### config.mk
export PLATFORM = sky130hd
export DESIGN_NAME = round_key_store
export DESIGN_NICKNAME = d
export VERILOG_FILES = /design/src/rtl/round_key_store.sv
export SDC_FILE = /design/constraint.sdc
export NUM_CORES = 2
export LEC_CHECK = 0
export ABC_AREA = 1
export BUFFER_PORTS_ARGS = -buffer_cell sky130_fd_sc_hd__buf_2
export CELL_PAD_IN_SITES_DETAIL_PLACEMENT = 1
export CELL_PAD_IN_SITES_GLOBAL_PLACEMENT = 2
export CORE_MARGIN = 2
export CORE_UTILIZATION = 38
export DETAILED_ROUTE_END_ITERATION = 10
export PLACE_DENSITY = 0.83
export SLEW_MARGIN = 15
export SYNTH_ARGS = -nofsm -noshare
export SYNTH_HDL_FRONTEND = slang
export SYNTH_SLANG_ARGS = --single-unit
### constraint.sdc
create_clock -name Clk -period 6.89 [get_ports Clk]
set_input_delay 0.689 -clock Clk [delete_from_list [all_inputs] [get_ports Clk]]
set_output_delay 0.689 -clock Clk [all_outputs]
set_load 0.1 [all_outputs]
### src/rtl/round_key_store.sv
// round_key_store: buffers the 16 round keys from ROUND_KEY and serves them
// to the round core in forward or reverse order.
module round_key_store #(
  parameter int NUM_ROUNDS = 16,
  parameter int KEY_W      = 96,
  parameter int IDX_W      = 4
) (
  input  logic             Clk,
  input  logic             Reset,
  input  logic [KEY_W-1:0] Key_in,
  input  logic             Key_valid,
  input  logic             Key_done,
  input  logic             Start,
  input  logic             Decrypt,
  input  logic             Round_req,
  output logic [KEY_W-1:0] Round_key,
  output logic [IDX_W-1:0] Round_idx,
  output logic             Round_valid,
  output logic             Last_round,
  output logic             Key_ready,
  output logic             Err_short,
  output logic             Err_overflow
);
  typedef enum logic [1:0] {EMPTY, LOAD, READY, SERVE} state_t;
  localparam logic [IDX_W-1:0] LAST = IDX_W'(NUM_ROUNDS - 1);
  state_t           r_state, w_next;
  logic [KEY_W-1:0] r_mem [NUM_ROUNDS];
  logic [KEY_W-1:0] r_key;
  logic [IDX_W-1:0] r_ptr, r_idx, w_nidx, w_end, w_waddr;
  logic             r_dec, r_err_short, r_err_ovf;
  logic             w_we, w_wr_last, w_start, w_adv;
  assign w_we      = Key_valid && r_state != SERVE;
  assign w_waddr   = r_state == LOAD ? r_ptr : '0;
  assign w_wr_last = r_state == LOAD && Key_valid && r_ptr == LAST;
  assign w_start   = r_state == READY && Start && !Key_valid;
  assign w_end     = r_dec ? '0 : LAST;
  assign w_adv     = r_state == SERVE && Round_req && r_idx != w_end;
  assign w_nidx    = w_start ? (Decrypt ? LAST : '0) : r_dec ? r_idx - 1'b1 : r_idx + 1'b1;
  always_ff @(posedge Clk) begin
    if (!Reset) begin
      r_state     <= EMPTY;
      r_ptr       <= '0;
      r_idx       <= '0;
      r_key       <= '0;
      r_dec       <= 1'b0;
      r_err_short <= 1'b0;
      r_err_ovf   <= 1'b0;
    end else begin
      r_state <= w_next;
      if (w_next == EMPTY) r_ptr <= '0;
      else if (w_we) r_ptr <= w_waddr + 1'b1;
      if (w_start) r_dec <= Decrypt;
      if (w_start || w_adv) begin
        r_idx <= w_nidx;
        r_key <= r_mem[w_nidx];
      end
      if (Key_done && (r_state == EMPTY || (r_state == LOAD && !w_wr_last))) r_err_short <= 1'b1;
      if (r_state == SERVE && Key_valid) r_err_ovf <= 1'b1;
    end
  end
  // storage carries no reset; a full reload is always required before serving
  always_ff @(posedge Clk) begin
    if (Reset && w_we) r_mem[w_waddr] <= Key_in;
  end
  always_comb begin
    w_next = r_state;
    case (r_state)
      EMPTY:   w_next = (Key_valid && !Key_done) ? LOAD : EMPTY;
      LOAD:    w_next = (Key_done && !w_wr_last) ? EMPTY : w_wr_last ? READY : LOAD;
      READY:   w_next = Key_valid ? LOAD : Start ? SERVE : READY;
      SERVE:   w_next = (Round_req && r_idx == w_end) ? READY : SERVE;
      default: w_next = EMPTY;
    endcase
  end
  always_comb begin
    Round_key    = r_key;
    Round_idx    = r_idx;
    Round_valid  = r_state == SERVE;
    Last_round   = r_state == SERVE && r_idx == w_end;
    Key_ready    = r_state == READY;
    Err_short    = r_err_short;
    Err_overflow = r_err_ovf;
  end
endmodule

==> summary.txt <==
Global route
  • Pin count of the biggest net entering global routing: 220
  • Total gr overflow: 0
  • Vias in the first global route: 51.6k
  • Initial antenna violation count: 43
  • GRT Util Overall: 22.8%
  • First-pass GRT wire length: 328000 um

Clock tree
  • Clk_lat worst skew: 820 ps
  • # H-tree levels: 4
  • PostCTS Resize Cnt: 0
  • Root buf cell: clkbuf_16
  • Worst-path clk slew: 60 ps
  • Clock Sinks: 1645
  • Clock tree buffer depth: 3
  • CTS tree: built
  • CTS Buf Count: 178
  • Setup bufs post-CTS: 0
  • CTS Hold Buffers Added: 0

Timing
  • Fmax: 223 MHz
  • Skew final: 30.3 ps
  • Fin crit share: 65.0%
  • Unrepaired setup endpoints after global routing: false
  • Min Clock Period, post-route: 4480 ps
  • Max_slew headroom: 14.9%
  • Worst hold margin: 183 ps
  • # setup viols final: 0
  • Setup TNS: 0 ps
  • Hold Fails Final Rpt: 0
  • Slew Limit Fails: 0
  • Worst Tran Pin Value: 1280 ps
  • Final worst slack: 2410 ps

Cells and area
  • Final #Nets: 6561
  • Design Area, Final: 80000 um2
  • Area growth syn-to-layout: 12.8%
  • Register area: 48300 um2
  • FILL cells: 20.1k
  • Share of cells above drive strength 1: 8.71%
  • Multi-input logic area: 17100 um2
  • Post-Layout Cell Count: 9101

Placement
  • Global placement routability congestion: 0.744
  • DPL Wire Length: 109000 um
  • Setup WS pre-CTS: 2230 ps
  • I/O Buffers: 207
  • Placed insts: 8751
  • DP Area: 74400 um2

Critical path
  • Reg2Reg Depth: 12
  • Flop-to-flop setup slack: 2410 ps
  • Crit end category: flop
  • Critical path startpoint category: flop
  • Reg2reg end: Round_key[70]
  • Setup CP Type: flop to flop
  • Req. time, crit path: 7630 ps
  • RR Startpoint: r_state[1]
  • Worst Path Arrival: 5220 ps
  • Worst-path fanout max: 111

Detailed routing
  • Total length of routed met3 wires: 12100 um
  • Vias/cell: 5.37
  • DRT iter0 DRCs: 4190
  • Overall routed net length: 221000 um
  • Routed wl met2: 108000 um
  • Top sig layer: met5
  • Via count: 48.9k
  • Post-Route M1 WL: 92900 um
  • Wire per inst: 24.3 um
  • Residual DRC count: 0
  • DRT Pass-1 Iters: 8
  • Post-route ant nets: 0

Logic synthesis
  • Synth cell types: 31
  • Synth Register Bits: 1645
  • Synthesized Nets: 6508
  • Top-area cell type share of the netlist area: 65.0%
  • Post-synth EDFFs: 1536
  • Syn Area/Cell: 11.1 um2
  • Post-synth top area cell: edfxtp_1
  • Post-Syn Area: 70900 um2
  • Area contributors post-synth: edfxtp_1, nand3_1, nand3b_1, inv_1, nand2_1
  • Post-synthesis sequential area ratio: 68.1%
  • Ys async rst share: 0%
  • Cells after Synth: 6398
  • Yosys warns: 0
  • Top FF cell, synth: edfxtp_1

Pwr
  • Power Dens Cells: 255 nW/um2
  • Max VDD drop: 0.000257 V
  • Static leakage: 31.3 nW

Min path
  • Hold worst-path end: Err_short
  • Cell count of the worst hold path: 3
  • Hold Path Class: input port to flop
  • Hold Startpoint: Key_done

Flow run
  • Max-cap violations: 0

Floorplan
  • Core footprint: 185000 um2
  • Die W: 436 um
  • # rows: 158
  • Starting Density: 38.3%
  • Full die area: 190000 um2
  • Io pins: 208
  • Die Height: 436 um

Outcome
  • Status: completed
-- critical path: stages (launching register included) --
cell and delay, ps:
dfxtp_1 440, inv_2 90, nor2_4 160, nand4_4 800
nand2_8 1100, buf_4 650, buf_4 350, nand2_1 110
nand2_1 80, nand2_1 70, nand3_1 150, nand3_1 100
a21oi_1 200
-- kinds of logic after synthesis --
| group | synth area share [%] |
|---|---|
| and+or+nand+nor | 22.5 |
| DFF | 68.1 |
| buffers and inverters | 8.07 |
| AOI/OAI and AO/OA | 1.14 |
| adders and majority gates | 0.134 |
| xor gates and xnor gates | 0.0617 |
-- sequential cells by signal, summed over array words and instances (netlist names) --
| name | cells |
|---|---|
| Err_overflow | 1 |
| Err_short | 1 |
| Round_idx | 4 |
| Round_key | 96 |
| r_dec | 1 |
| r_mem | 1536 |
| r_ptr | 4 |
| r_state | 2 |
-- cells in the final DEF (no fill, tap or decap), drive strengths merged, types with 6 or more instances in the layout --
cell    netlist  final
clkbuf      192    250
inv        1044   1054
bufinv        0      7
nor2         29     29
dfxtp       109    109
ha            6      6
buf         236    301
o21ai       105    105
a21oi        19     19
nand3      1490   1490
a21o         10     10
edfxtp     1536   1536
nand3b      622    622
diode         0     16
clkinv        0     64
nand2       973    973
o211ai       10     10
-- per-layer routing --
metal | track usage (%) | vias up
met1 | 29.2 | 25100
met3 | 3.51 | 400
met4 | 8.15 | 24
met2 | 39.1 | 1405
li1 | - | 21900
met5 | 0 | -
-- through the flow --
step                      utilization (%)  power, mW
final                                43.1       20.4
after global routing                 43.1       20.9
after CTS                            43.1       20.6
after detailed placement             40.1       11.4
after global placement               40.1       11.4
after floorplan                         -       11.2
-- worst max-delay path by stage --
| stage | startpoint | slack (ps) | endpoint |
|---|---|---|---|
| 6_report | r_state[1] | 2410 | Round_key[70] |
| 5_1_grt | r_state[1] | 2090 | Round_key[70] |
| 4_1_cts | r_state[1] | 2410 | Round_key[70] |
| 3_5_place_dp | Decrypt | 2230 | Round_key[70] |
| 3_3_place_gp | Decrypt | 2220 | Round_key[72] |
| 2_1_floorplan | r_state[0] | 650 | r_mem[0][0] |
-- Yosys cell counts (2+ instances only) --
| cell type | n |
|---|---|
| a21oi_1 | 18 |
| clkbuf_1 | 192 |
| nand4_1 | 3 |
| edfxtp_1 | 1536 |
| nand2_1 | 970 |
| buf_2 | 127 |
| nand3_1 | 1490 |
| inv_2 | 6 |
| buf_1 | 103 |
| o21ai_0 | 105 |
| buf_6 | 5 |
| nand2_2 | 2 |
| nand4_2 | 2 |
| a22oi_1 | 3 |
| nor2_1 | 28 |
| inv_1 | 1038 |
| nand3b_1 | 622 |
| ha_1 | 6 |
| xnor2_1 | 2 |
| o211ai_1 | 10 |
| dfxtp_1 | 109 |
| xor2_1 | 3 |
| a21o_1 | 10 |
-- final cells by class --
type | instances | area share [%]
Antenna cell | 16 | 0.0501
Clock inverter | 84 | 0.823
Clock buffer | 250 | 6.14
Sequential cell | 1645 | 60.4
Tap cell | 2480 | 3.88
Multi-Input combinational cell | 3281 | 21.4
Inverter | 1044 | 4.92
Timing Repair Buffer | 301 | 2.43
-- power by group --
group	internal [mW]	switching [mW]
combinational	0.0302	0.188
clock	5.24	4.01
sequential	10.9	0.00715
total	16.2	4.21
Power figures use the tool's default switching activity.
